$ cat src/rtl/bus_simple_mux.sv
// One-master to NUM_SLAVES-slave router with address decode, decode-error and response timeout.
// Define BUS_SIMPLE_MUX_STATS_EN to add transaction and error counters.
module bus_simple_mux #(
  parameter int unsigned                NUM_SLAVES  = 4,
  parameter int unsigned                AW          = 32,
  parameter int unsigned                DW          = 32,
  parameter logic [NUM_SLAVES*AW-1:0]   SLV_BASE    = '0,
  parameter logic [NUM_SLAVES*AW-1:0]   SLV_MASK    = '0,
  parameter int unsigned                TIMEOUT_CYC = 16,
  parameter logic [DW-1:0]              ERR_RDATA   = DW'(32'hDEADBEEF)
) (
  input  logic                     clk_i,
  input  logic                     rst_i,
  input  logic                     m_valid_i,
  input  logic                     m_write_i,
  input  logic [AW-1:0]            m_addr_i,
  input  logic [DW-1:0]            m_wdata_i,
  input  logic [DW/8-1:0]          m_wstrb_i,
  output logic                     m_ready_o,
  output logic [DW-1:0]            m_rdata_o,
  output logic                     m_rvalid_o,
  output logic                     m_err_o,
  output logic [NUM_SLAVES-1:0]    s_valid_o,
  output logic                     s_write_o,
  output logic [AW-1:0]            s_addr_o,
  output logic [DW-1:0]            s_wdata_o,
  output logic [DW/8-1:0]          s_wstrb_o,
  input  logic [NUM_SLAVES-1:0]    s_ready_i,
  input  logic [NUM_SLAVES*DW-1:0] s_rdata_i,
  input  logic [NUM_SLAVES-1:0]    s_rvalid_i
`ifdef BUS_SIMPLE_MUX_STATS_EN
  ,
  output logic [31:0]              stat_txn_cnt_o,
  output logic [31:0]              stat_err_cnt_o
`endif
);

  localparam int unsigned IdxW = (NUM_SLAVES > 1) ? $clog2(NUM_SLAVES) : 1;
  localparam int unsigned CntW = $clog2(TIMEOUT_CYC + 1);

  typedef enum logic [1:0] {StIdle, StWait, StResp} state_e;

  state_e                  state_q;
  logic [IdxW-1:0]         tgt_q;
  logic                    wr_q;
  logic [CntW-1:0]         cnt_q;
  logic                    m_ready_q, m_rvalid_q, m_err_q;
  logic [DW-1:0]           m_rdata_q;
  logic [NUM_SLAVES-1:0]   s_valid_q;
  logic                    s_write_q;
  logic [AW-1:0]           s_addr_q;
  logic [DW-1:0]           s_wdata_q;
  logic [DW/8-1:0]         s_wstrb_q;

  logic                    hit;
  logic [IdxW-1:0]         hit_idx;
  logic [NUM_SLAVES-1:0]   hit_oh;
  logic                    sel_ready, sel_rvalid, rsp_hit, timeout;
  logic [DW-1:0]           sel_rdata;
  logic [CntW-1:0]         cnt_inc;

  // Walk downwards so the lowest-index hit is the one left standing.
  always_comb begin
    hit     = 1'b0;
    hit_idx = '0;
    hit_oh  = '0;
    for (int k = int'(NUM_SLAVES) - 1; k >= 0; k--) begin
      if ((m_addr_i & SLV_MASK[k*AW +: AW]) == SLV_BASE[k*AW +: AW]) begin
        hit     = 1'b1;
        hit_idx = IdxW'(k);
        hit_oh  = '0;
        hit_oh[k] = 1'b1;
      end
    end
  end

  always_comb begin
    sel_ready  = 1'b0;
    sel_rvalid = 1'b0;
    sel_rdata  = '0;
    for (int k = 0; k < int'(NUM_SLAVES); k++) begin
      if (tgt_q == IdxW'(k)) begin
        sel_ready  = s_ready_i[k];
        sel_rvalid = s_rvalid_i[k];
        sel_rdata  = s_rdata_i[k*DW +: DW];
      end
    end
  end

  assign rsp_hit = wr_q ? sel_ready : sel_rvalid;
  assign cnt_inc = cnt_q + 1'b1;
  assign timeout = (cnt_inc == CntW'(TIMEOUT_CYC));

  always_ff @(posedge clk_i) begin
    if (rst_i) begin
      state_q    <= StIdle;
      tgt_q      <= '0;
      wr_q       <= 1'b0;
      cnt_q      <= '0;
      m_ready_q  <= 1'b0;
      m_rvalid_q <= 1'b0;
      m_err_q    <= 1'b0;
      m_rdata_q  <= '0;
      s_valid_q  <= '0;
      s_write_q  <= 1'b0;
      s_addr_q   <= '0;
      s_wdata_q  <= '0;
      s_wstrb_q  <= '0;
    end else begin
      // Response flags and the request strobe are single-cycle pulses.
      s_valid_q  <= '0;
      m_ready_q  <= 1'b0;
      m_rvalid_q <= 1'b0;
      m_err_q    <= 1'b0;
      m_rdata_q  <= '0;
      unique case (state_q)
        StIdle: begin
          if (m_valid_i) begin
            wr_q <= m_write_i;
            if (hit) begin
              tgt_q     <= hit_idx;
              s_valid_q <= hit_oh;
              s_write_q <= m_write_i;
              s_addr_q  <= m_addr_i;
              s_wdata_q <= m_wdata_i;
              s_wstrb_q <= m_wstrb_i;
              cnt_q     <= '0;
              state_q   <= StWait;
            end else begin
              m_err_q <= 1'b1;
              if (m_write_i) begin
                m_ready_q <= 1'b1;
              end else begin
                m_rvalid_q <= 1'b1;
                m_rdata_q  <= ERR_RDATA;
              end
              state_q <= StResp;
            end
          end
        end
        StWait: begin
          cnt_q <= cnt_inc;
          if (rsp_hit) begin
            if (wr_q) begin
              m_ready_q <= 1'b1;
            end else begin
              m_rvalid_q <= 1'b1;
              m_rdata_q  <= sel_rdata;
            end
            state_q <= StResp;
          end else if (timeout) begin
            m_err_q <= 1'b1;
            if (wr_q) begin
              m_ready_q <= 1'b1;
            end else begin
              m_rvalid_q <= 1'b1;
              m_rdata_q  <= ERR_RDATA;
            end
            state_q <= StResp;
          end
        end
        StResp: begin
          state_q <= StIdle;
        end
        default: begin
          state_q <= StIdle;
        end
      endcase
    end
  end

  assign m_ready_o  = m_ready_q;
  assign m_rvalid_o = m_rvalid_q;
  assign m_err_o    = m_err_q;
  assign m_rdata_o  = m_rdata_q;
  assign s_valid_o  = s_valid_q;
  assign s_write_o  = s_write_q;
  assign s_addr_o   = s_addr_q;
  assign s_wdata_o  = s_wdata_q;
  assign s_wstrb_o  = s_wstrb_q;

`ifdef BUS_SIMPLE_MUX_STATS_EN
  logic [31:0] stat_txn_q, stat_err_q;

  always_ff @(posedge clk_i) begin
    if (rst_i) begin
      stat_txn_q <= '0;
      stat_err_q <= '0;
    end else if (state_q == StResp) begin
      stat_txn_q <= stat_txn_q + 32'd1;
      if (m_err_q) begin
        stat_err_q <= stat_err_q + 32'd1;
      end
    end
  end

  assign stat_txn_cnt_o = stat_txn_q;
  assign stat_err_cnt_o = stat_err_q;
`endif

endmodule

$ cat config.mk
export PLATFORM = sky130hd
export DESIGN_NAME = bus_simple_mux
export DESIGN_NICKNAME = d
export VERILOG_FILES = /design/src/rtl/bus_simple_mux.sv
export SDC_FILE = /design/constraint.sdc
export NUM_CORES = 1
export LEC_CHECK = 0
export ABC_AREA = 0
export BUFFER_PORTS_ARGS = -buffer_cell sky130_fd_sc_hd__clkbuf_2
export CAP_MARGIN = 20
export CORE_AREA = 2 2 124 126
export DETAILED_ROUTE_END_ITERATION = 12
export DIE_AREA = 0 0 126 128
export MAX_ROUTING_LAYER = met4
export SLEW_MARGIN = 20
export SYNTH_ARGS = -nofsm -noshare
export SYNTH_HDL_FRONTEND = slang
export SYNTH_SLANG_ARGS = --single-unit
$ cat constraint.sdc
create_clock -name clk_i -period 4.5 [get_ports clk_i]
set_input_delay 0.9 -clock clk_i [delete_from_list [all_inputs] [get_ports clk_i]]
set_output_delay 0.9 -clock clk_i [all_outputs]
set_load 0.02 [all_outputs]
# Word level (Yosys, flattened, before mapping)
# Cells that the tools add are included.
totals:
  elab_cells: 45
  register_bits: 115
  latch_bits: 0
  n_memories: 0
  mem_bits_ro: 0
  ramBits: 0
classes:
  bitwise: 2
  n_mul: 0
  magnitude_cmp: 0
  reduce_logical: 8
  div_mod_pow: 0
  add_sub_neg: 1
  mux: 19
  n_eq_ne: 4
  shifts: 0
ops:
  columns: ["operator", "count"]
  rows:
  - ["32-bit 2-to-1 mux", 4]
  - ["5-bit case mux with 2 select lines", 1]
  - ["1-bit 2-to-1 mux", 9]
  - ["2-bit 2-to-1 mux", 3]
  - ["2-bit AND reduction", 3]
  - ["5-bit by 1-bit adder with 5-bit output, second input constant", 1]
  - ["5-bit equality test, second input constant", 1]
  - ["5-bit 2-to-1 mux", 1]
  - ["2-bit case mux with 2 select lines", 1]
  - ["2-bit OR reduction", 2]
  - ["3-bit inequality test, second input constant", 1]
  - ["3-bit OR reduction", 1]
  - ["2-bit by 1-bit equality test with 1-bit output, second input constant", 1]
  - ["2-bit logical NOT", 1]
  - ["2-bit inequality test, second input constant", 1]
  - ["1-bit NOT", 2]
  - ["2-bit nonzero test", 1]

# Depth between registers and ports, before layout
# Gate-level depths: netlist of run 1.
logic_depth:
  depth_word: 5
  depth_mapped: 7
  ltp_nobuf: 4

# Worst setup path after synthesis of run 1
# No wires, ideal clock.
synth_timing:
  path_kind: "input to register"
  startpoint: "input rst_i"
  endpoint: "register m_rdata_q[10], in the netlist m_rdata_o[10]"
  n_path_buf: 2
  t_required_ns: 4.428
  t_arrival_ns: 1.877
  stages: 5
  setup_time_ns: 0.072
  slack_ns: 2.550
  cell_sequence: "nor4b_2 -> or3b_1 -> buf_6 -> buf_12 -> o2bb2ai_2"
synth_via:
  elab_chain_cells: 1
synth_rtl:
  columns: ["item", "line_no", "text"]
  rows:
  - ["start: declaration", "13", "input logic rst_i,"]
  - ["2-bit OR reduction (no source line)", null, null]
  - ["end signal: assignment", "148", "m_rdata_q <= sel_rdata;"]
  - ["end: declaration", "48", "logic [DW-1:0] m_rdata_q;"]
# No other way between the ends.
# A chain may end at the register's enable or synchronous reset.

# Worst setup path after layout of run 1
layout_timing:
  startpoint: "input rst_i"
  endpoint: "register m_rdata_q[7], in the netlist m_rdata_o[7]"
# Same word-level chain as after synthesis.

==> results of run 1 <==
[sequential cells by signal, indices dropped and copies added, names as in the netlist]
signal	flops
m_rdata_o	32
s_addr_o	32
s_wdata_o	32
cnt_q	5
s_wstrb_o	4
state_q	2
m_err_o	1
m_ready_o	1
m_rvalid_o	1
s_valid_o	1
s_write_o	1
[report_power, final]
group | internal, W | switching, W | total, W
sequential | 0.00104 | 0.0000280 | 0.00107
combinational | 0.000109 | 0.000185 | 0.000294
clock | 0.000386 | 0.000384 | 0.000770
[worst min path at each step]
stage | endpoint | slack (ps) | cells after the start
2_1_floorplan | cnt_q[4] | 480 | 2
5_1_grt | s_addr_o[5] | 470 | 2
3_5_place_dp | s_addr_o[5] | 450 | 2
6_report | s_wdata_o[28] | 450 | 2
4_1_cts | s_addr_o[5] | 460 | 2
3_3_place_gp | s_wdata_o[0] | 440 | 2
[cells in the mapped netlist (all sizes together)]
master | count | share of area, %
nor3 | 1 | 0.12
and3 | 8 | 1.2
a21oi | 73 | 9.1
a21o | 1 | 0.19
nand2b | 2 | 0.31
or3 | 2 | 0.31
and2 | 1 | 0.16
mux2i | 1 | 0.25
a2bb2oi | 1 | 0.22
inv | 1 | 0.093
o21ai | 2 | 0.25
conb | 1 | 0.093
nor4b | 2 | 0.59
clkbuf | 22 | 2.1
o21bai | 2 | 0.37
nand3 | 7 | 0.87
ha | 1 | 0.31
dfxtp | 112 | 56
o32a | 1 | 0.25
a31oi | 2 | 0.31
o2bb2ai | 24 | 8.3
o31a | 1 | 0.22
buf | 18 | 3.6
or3b | 2 | 0.43
and4b | 1 | 0.25
nand2 | 145 | 14
nand4 | 1 | 0.16
nor3b | 3 | 0.68
nor2 | 2 | 0.19
[cell families (layout without fill, tap and decap cells)]
family / Yosys count / count (layout) / share of synthesized area, %
multiplexers: 1 / 1 / 0.248
AO/OA/AOI/OAI: 107 / 107 / 19.2
AND/OR/NAND/NOR: 177 / 177 / 18.8
adder cells (fa/ha/maj): 1 / 1 / 0.310
buffers and inverters: 41 / 232 / 5.74
flip-flops: 112 / 112 / 55.6
other: 1 / 4 / 0.0930
[through the flow]
step	instances	worst slack [ps]
finish	822	2280
global route	822	2150
CTS	821	2290
detailed placement	805	1920
global placement	805	1930
floorplan	442	2550
[critical path: cells and delay by family]
family	cells	cell delay (ps)
and+or+nand+nor	2	1060
AOI/OAI and AO/OA	1	170
buffers and inverters	2	350
[cell type report]
type,instances,share of cell area [%]
flip-flops and latches,112,41.1
multi-input cells,289,29.0
repair buffers,215,20.2
well taps,188,4.32
clock buffers,10,4.20
clock inverters,6,0.964
inverters,1,0.0689
diodes,1,0.0459
[routing by layer]
metal,vias to the layer above,global-route usage [%]
met5,-,-
met4,0,5.43
met3,15,4.47
met2,133,17.7
met1,1597,16.8
li1,1837,-
==> results.json, run 1 <==
{
  "clkLatencyLatePin_ps": 350,
  "cts_hold_buf": 0,
  "vias_per_cell": 4.36,
  "numCtsBuffers": 9,
  "critPathSlowestCell": "nor4b_2",
  "area_delta_synth_final_pct": 35.2,
  "worstPathCellList": "clkbuf_2 -> nor4b_2 -> or3b_1 -> buf_4 -> o2bb2ai_2",
  "min_path_type": "reg -> reg",
  "ys_ff_latch": 112,
  "overflow": 0,
  "grt_pass1_wl_um": 16100,
  "clockRootBuffer": "clkbuf_16",
  "routed.top_layer": "met4",
  "slew_headroom_pct": 31.2,
  "multi_input_area_um2": 1580,
  "syn_inst": 440,
  "drtAntennaViolNets": 0,
  "period_share_pct": 49.3,
  "clock_path_buffers": 2,
  "grt_pass1_vias": 3286,
  "r2r_cells": 4,
  "layout_min_cycle_time_ps": 2220,
  "synth_area_um2": 4030,
  "finalMaxSlewViolations": 0,
  "critical_path_required_ps": 4780,
  "post_drt_wl_per_cell_um": 12.7,
  "fin_skew_ps": 5.95,
  "max_slew.worst_pin.slew_ps": 1030,
  "fmax_mhz": 451,
  "crit_end": "m_rdata_o[7]",
  "num_vias": 3582,
  "ys_seq_area_share_pct": 55.6,
  "dpl.hpwl_um": 7190,
  "grt_start_max_net_pins": 77,
  "clock_sinks": 112,
  "drive_gt1_share_pct": 40.1,
  "p_total_w": 0.00213,
  "met3WireLength_um": 773,
  "rsz0062_at_grt": "false",
  "io_buffer_count": 210,
  "core_area_um2": 14900,
  "htreeDepth": 3,
  "finalSetupViolations": 0,
  "end_kind": "flip-flop",
  "tritoncts": "done",
  "die-area_um2": 16100,
  "nNetsFinal": 837,
  "first_iter_violations": 152,
  "leakage_nw": 2.47,
  "synth_cell_type_count": 37,
  "outcome": "finished, final reports clean",
  "crit_arrival_ps": 2500,
  "r2r-start": "state_q[0]",
  "regArea_um2": 2240,
  "ys.warnings.count": 0,
  "start_kind": "input pin",
  "grt_usage_pct": 12.7,
  "antenna_found_initial": 1,
  "placed_cell_area_um2": 5160,
  "start_util_pct": 27.1,
  "post-route-util_pct": 36.7,
  "reg2reg_setup_slack_ps": 2310,
  "routed_wl_um": 10400,
  "final_common_cell": "clkbuf_2",
  "cts_resized": 0,
  "cp-startpoint": "rst_i",
  "drv_cap": 0,
  "ir_worst_vdd_mv": 0.164,
  "synth.avg_cell_area_um2": 9.16,
  "fin_tns_setup_ps": 0,
  "post-cts-setup-buffers": 0,
  "rows": 45,
  "drc": 0,
  "cpPeakStageDelay_ps": 650,
  "timing.hold.ws_ps": 455,
  "finalInstanceArea_um2": 5450,
  "die_h_um": 128,
  "ioPinCount": 316,
  "worstSetupPathType": "in -> reg",
  "fillers": 1617,
  "wl_met2_um": 4540,
  "firstDrtPassIters": 4,
  "gp_congestion": 0.718,
  "p_per_area_nw_per_um2": 392,
  "wl_met1_um": 4920,
  "clk_pin_slew_ps": 70,
  "final_cell_mix": "clkbuf_2 (210), nand2_1 (145), dfxtp_1 (112)",
  "fp.dieW_um": 126,
  "hp-start": "s_wdata_o[28]",
  "r2r_end": "m_rdata_o[7]",
  "finalHoldViolCount": 0,
  "cp_max_fo": 24
}
Note: power is estimated with default switching activity, not from simulation.
==> run 2, diff against run 1 <==
Settings changed: CORE_AREA 2 2 124 126 to 2 2 121 123, DIE_AREA 0 0 126 128 to 0 0 123 125.
Clock period 4.5 ns to 2.2 ns, I/O delays scaled along.
==> run 2 against run 1 <==
  * Global-route usage grew 0.79 points
  * Sequential power grew 100%
  * Highest routed layer unchanged
  * Critical path type is now reg -> reg
  * Setup slack lost 1900 ps
  * Combinational power grew 100%
  * Critical path depth shrank 1
  * Sequential cell count is the same
  * First-iteration DRC count shrank 24%
==> results.json, run 2 (synthesized netlist as in run 1, its figures left out) <==
{
  "outcome": "finished, final reports clean",
  "grt_usage_pct": 13.5,
  "regArea_um2": 2240,
  "layout.cells.non_filler": 824,
  "grt_start_max_net_pins": 48,
  "clk_pin_slew_ps": 70,
  "clock_sinks": 112,
  "start_util_pct": 28.4,
  "nNetsFinal": 844,
  "r2r-start": "state_q[0]",
  "period_share_pct": 80.8,
  "timing.hold.ws_ps": 299,
  "clockRootBuffer": "clkbuf_16",
  "grt.busiest_layer": "met2",
  "clkLatencyLatePin_ps": 340,
  "rows": 44,
  "grt_pass1_vias": 3425,
  "cpPeakStageDelay_ps": 580,
  "cts_resized": 0,
  "worstPathCellList": "nor4b_2 -> or3b_1 -> buf_4 -> o2bb2ai_1",
  "grt_use_met1_pct": 15.9,
  "crit_arrival_ps": 2050,
  "crit_buf_inv": 1,
  "ioPinCount": 316,
  "drv_cap": 0,
  "slew_headroom_pct": 60.6,
  "cp-startpoint": "state_q[0]",
  "first_iter_violations": 115,
  "worstSetupPathType": "reg -> reg",
  "placed_cells": 808,
  "die-area_um2": 15400,
  "fmax_mhz": 563,
  "fillers": 1483,
  "layout_min_cycle_time_ps": 1780,
  "routed_wl_um": 10200,
  "rsz0062_at_grt": "false",
  "gr-usage-met3_pct": 4.52,
  "finalSetupViolations": 0,
  "num_vias": 3664,
  "min_path_type": "in -> reg",
  "critPathSlowestCell": "dfxtp_1",
  "final_cell_mix": "clkbuf_2 (210), nand2_1 (145), dfxtp_1 (112)",
  "overflow": 0,
  "clock_path_buffers": 2,
  "gp_congestion": 0.794,
  "htreeDepth": 3,
  "placed_cell_area_um2": 5200,
  "fin_skew_ps": 4.32,
  "multi_input_area_um2": 1580,
  "hp-start": "s_rdata_i[9]",
  "drive_gt1_share_pct": 40.6,
  "fp.dieW_um": 123,
  "met2_usage_pct": 20.7,
  "dpl.hpwl_um": 7600,
  "post-cts-setup-buffers": 0,
  "p_per_area_nw_per_um2": 794,
  "drtAntennaViolNets": 0,
  "firstDrtPassIters": 4,
  "antenna_found_initial": 0,
  "end_kind": "flip-flop",
  "vias_per_cell": 4.45,
  "cp_max_fo": 24,
  "leakage_nw": 2.50,
  "critical_path_required_ps": 2470,
  "finalMaxSlewViolations": 0,
  "area_delta_synth_final_pct": 36.1,
  "start_kind": "flip-flop",
  "fin_tns_setup_ps": 0,
  "io_buffer_count": 210,
  "drc": 0,
  "ir_worst_vdd_mv": 0.312,
  "die_h_um": 125,
  "finalHoldViolCount": 0,
  "finalInstanceArea_um2": 5490,
  "post_drt_wl_per_cell_um": 12.4,
  "cts_hold_buf": 0,
  "max_slew.worst_pin.slew_ps": 590,
  "tritoncts": "done",
  "antennaDiodeCount": 0,
  "final_common_cell": "clkbuf_2",
  "numCtsBuffers": 9,
  "grt_pass1_wl_um": 16200,
  "core_area_um2": 14200,
  "cpLargestDelayFamily": "simple AND/OR/NAND/NOR gates"
}
[run 2: changes by cell type in the layout (fill, tap and decap cells not counted), sizes merged]
cell,before,now
buf,5,12
clkbuf,220,223
clkinv,2,1
diode,1,0
inv,4,2
[run 2: stage by stage]
step / setup slack (ps) / total power, W / utilization [%]
6_report: 423 / 0.00435 / 38.6
5_1_grt: 232 / 0.00458 / 38.6
3_5_place_dp: 417 / 0.00285 / 36.6
3_3_place_gp: 454 / 0.00283 / 36.6
2_1_floorplan: 641 / 0.00259 / -
4_1_cts: 398 / 0.00442 / 38.6
[run 2: area by class of cell]
cell class                 count  area share, %
tap                          184           4.20
clock inverter                 3          0.456
clock buffer                  13           4.74
timing repair buffer         222           20.8
inverter                       1         0.0684
sequential                   112           40.9
multi-input combinational    289           28.9
[run 2: worst paths after layout]
path / to / slack (ps) / cells past startpoint
worst min-delay path: m_rdata_o[9] / 300 / 2
worst max register to register: m_rdata_o[1] / 420 / 4
worst min register to register: s_wstrb_o[0] / 450 / 2
worst max-delay path: m_rdata_o[1] / 420 / 4
[run 2: metal layers]
layer	part of all wire, %	vias up	wire length [um]
met4	2.3	0	232
met1	42	1650	4320
met5	0	-	0
li1	-	1851	-
met3	9.4	21	957
met2	46	142	4730
[run 2: where the power goes]
part           switching, W  internal [W]
clock network      0.000722      0.000838
logic              0.000374      0.000227
registers         0.0000603       0.00213
total               0.00116       0.00320
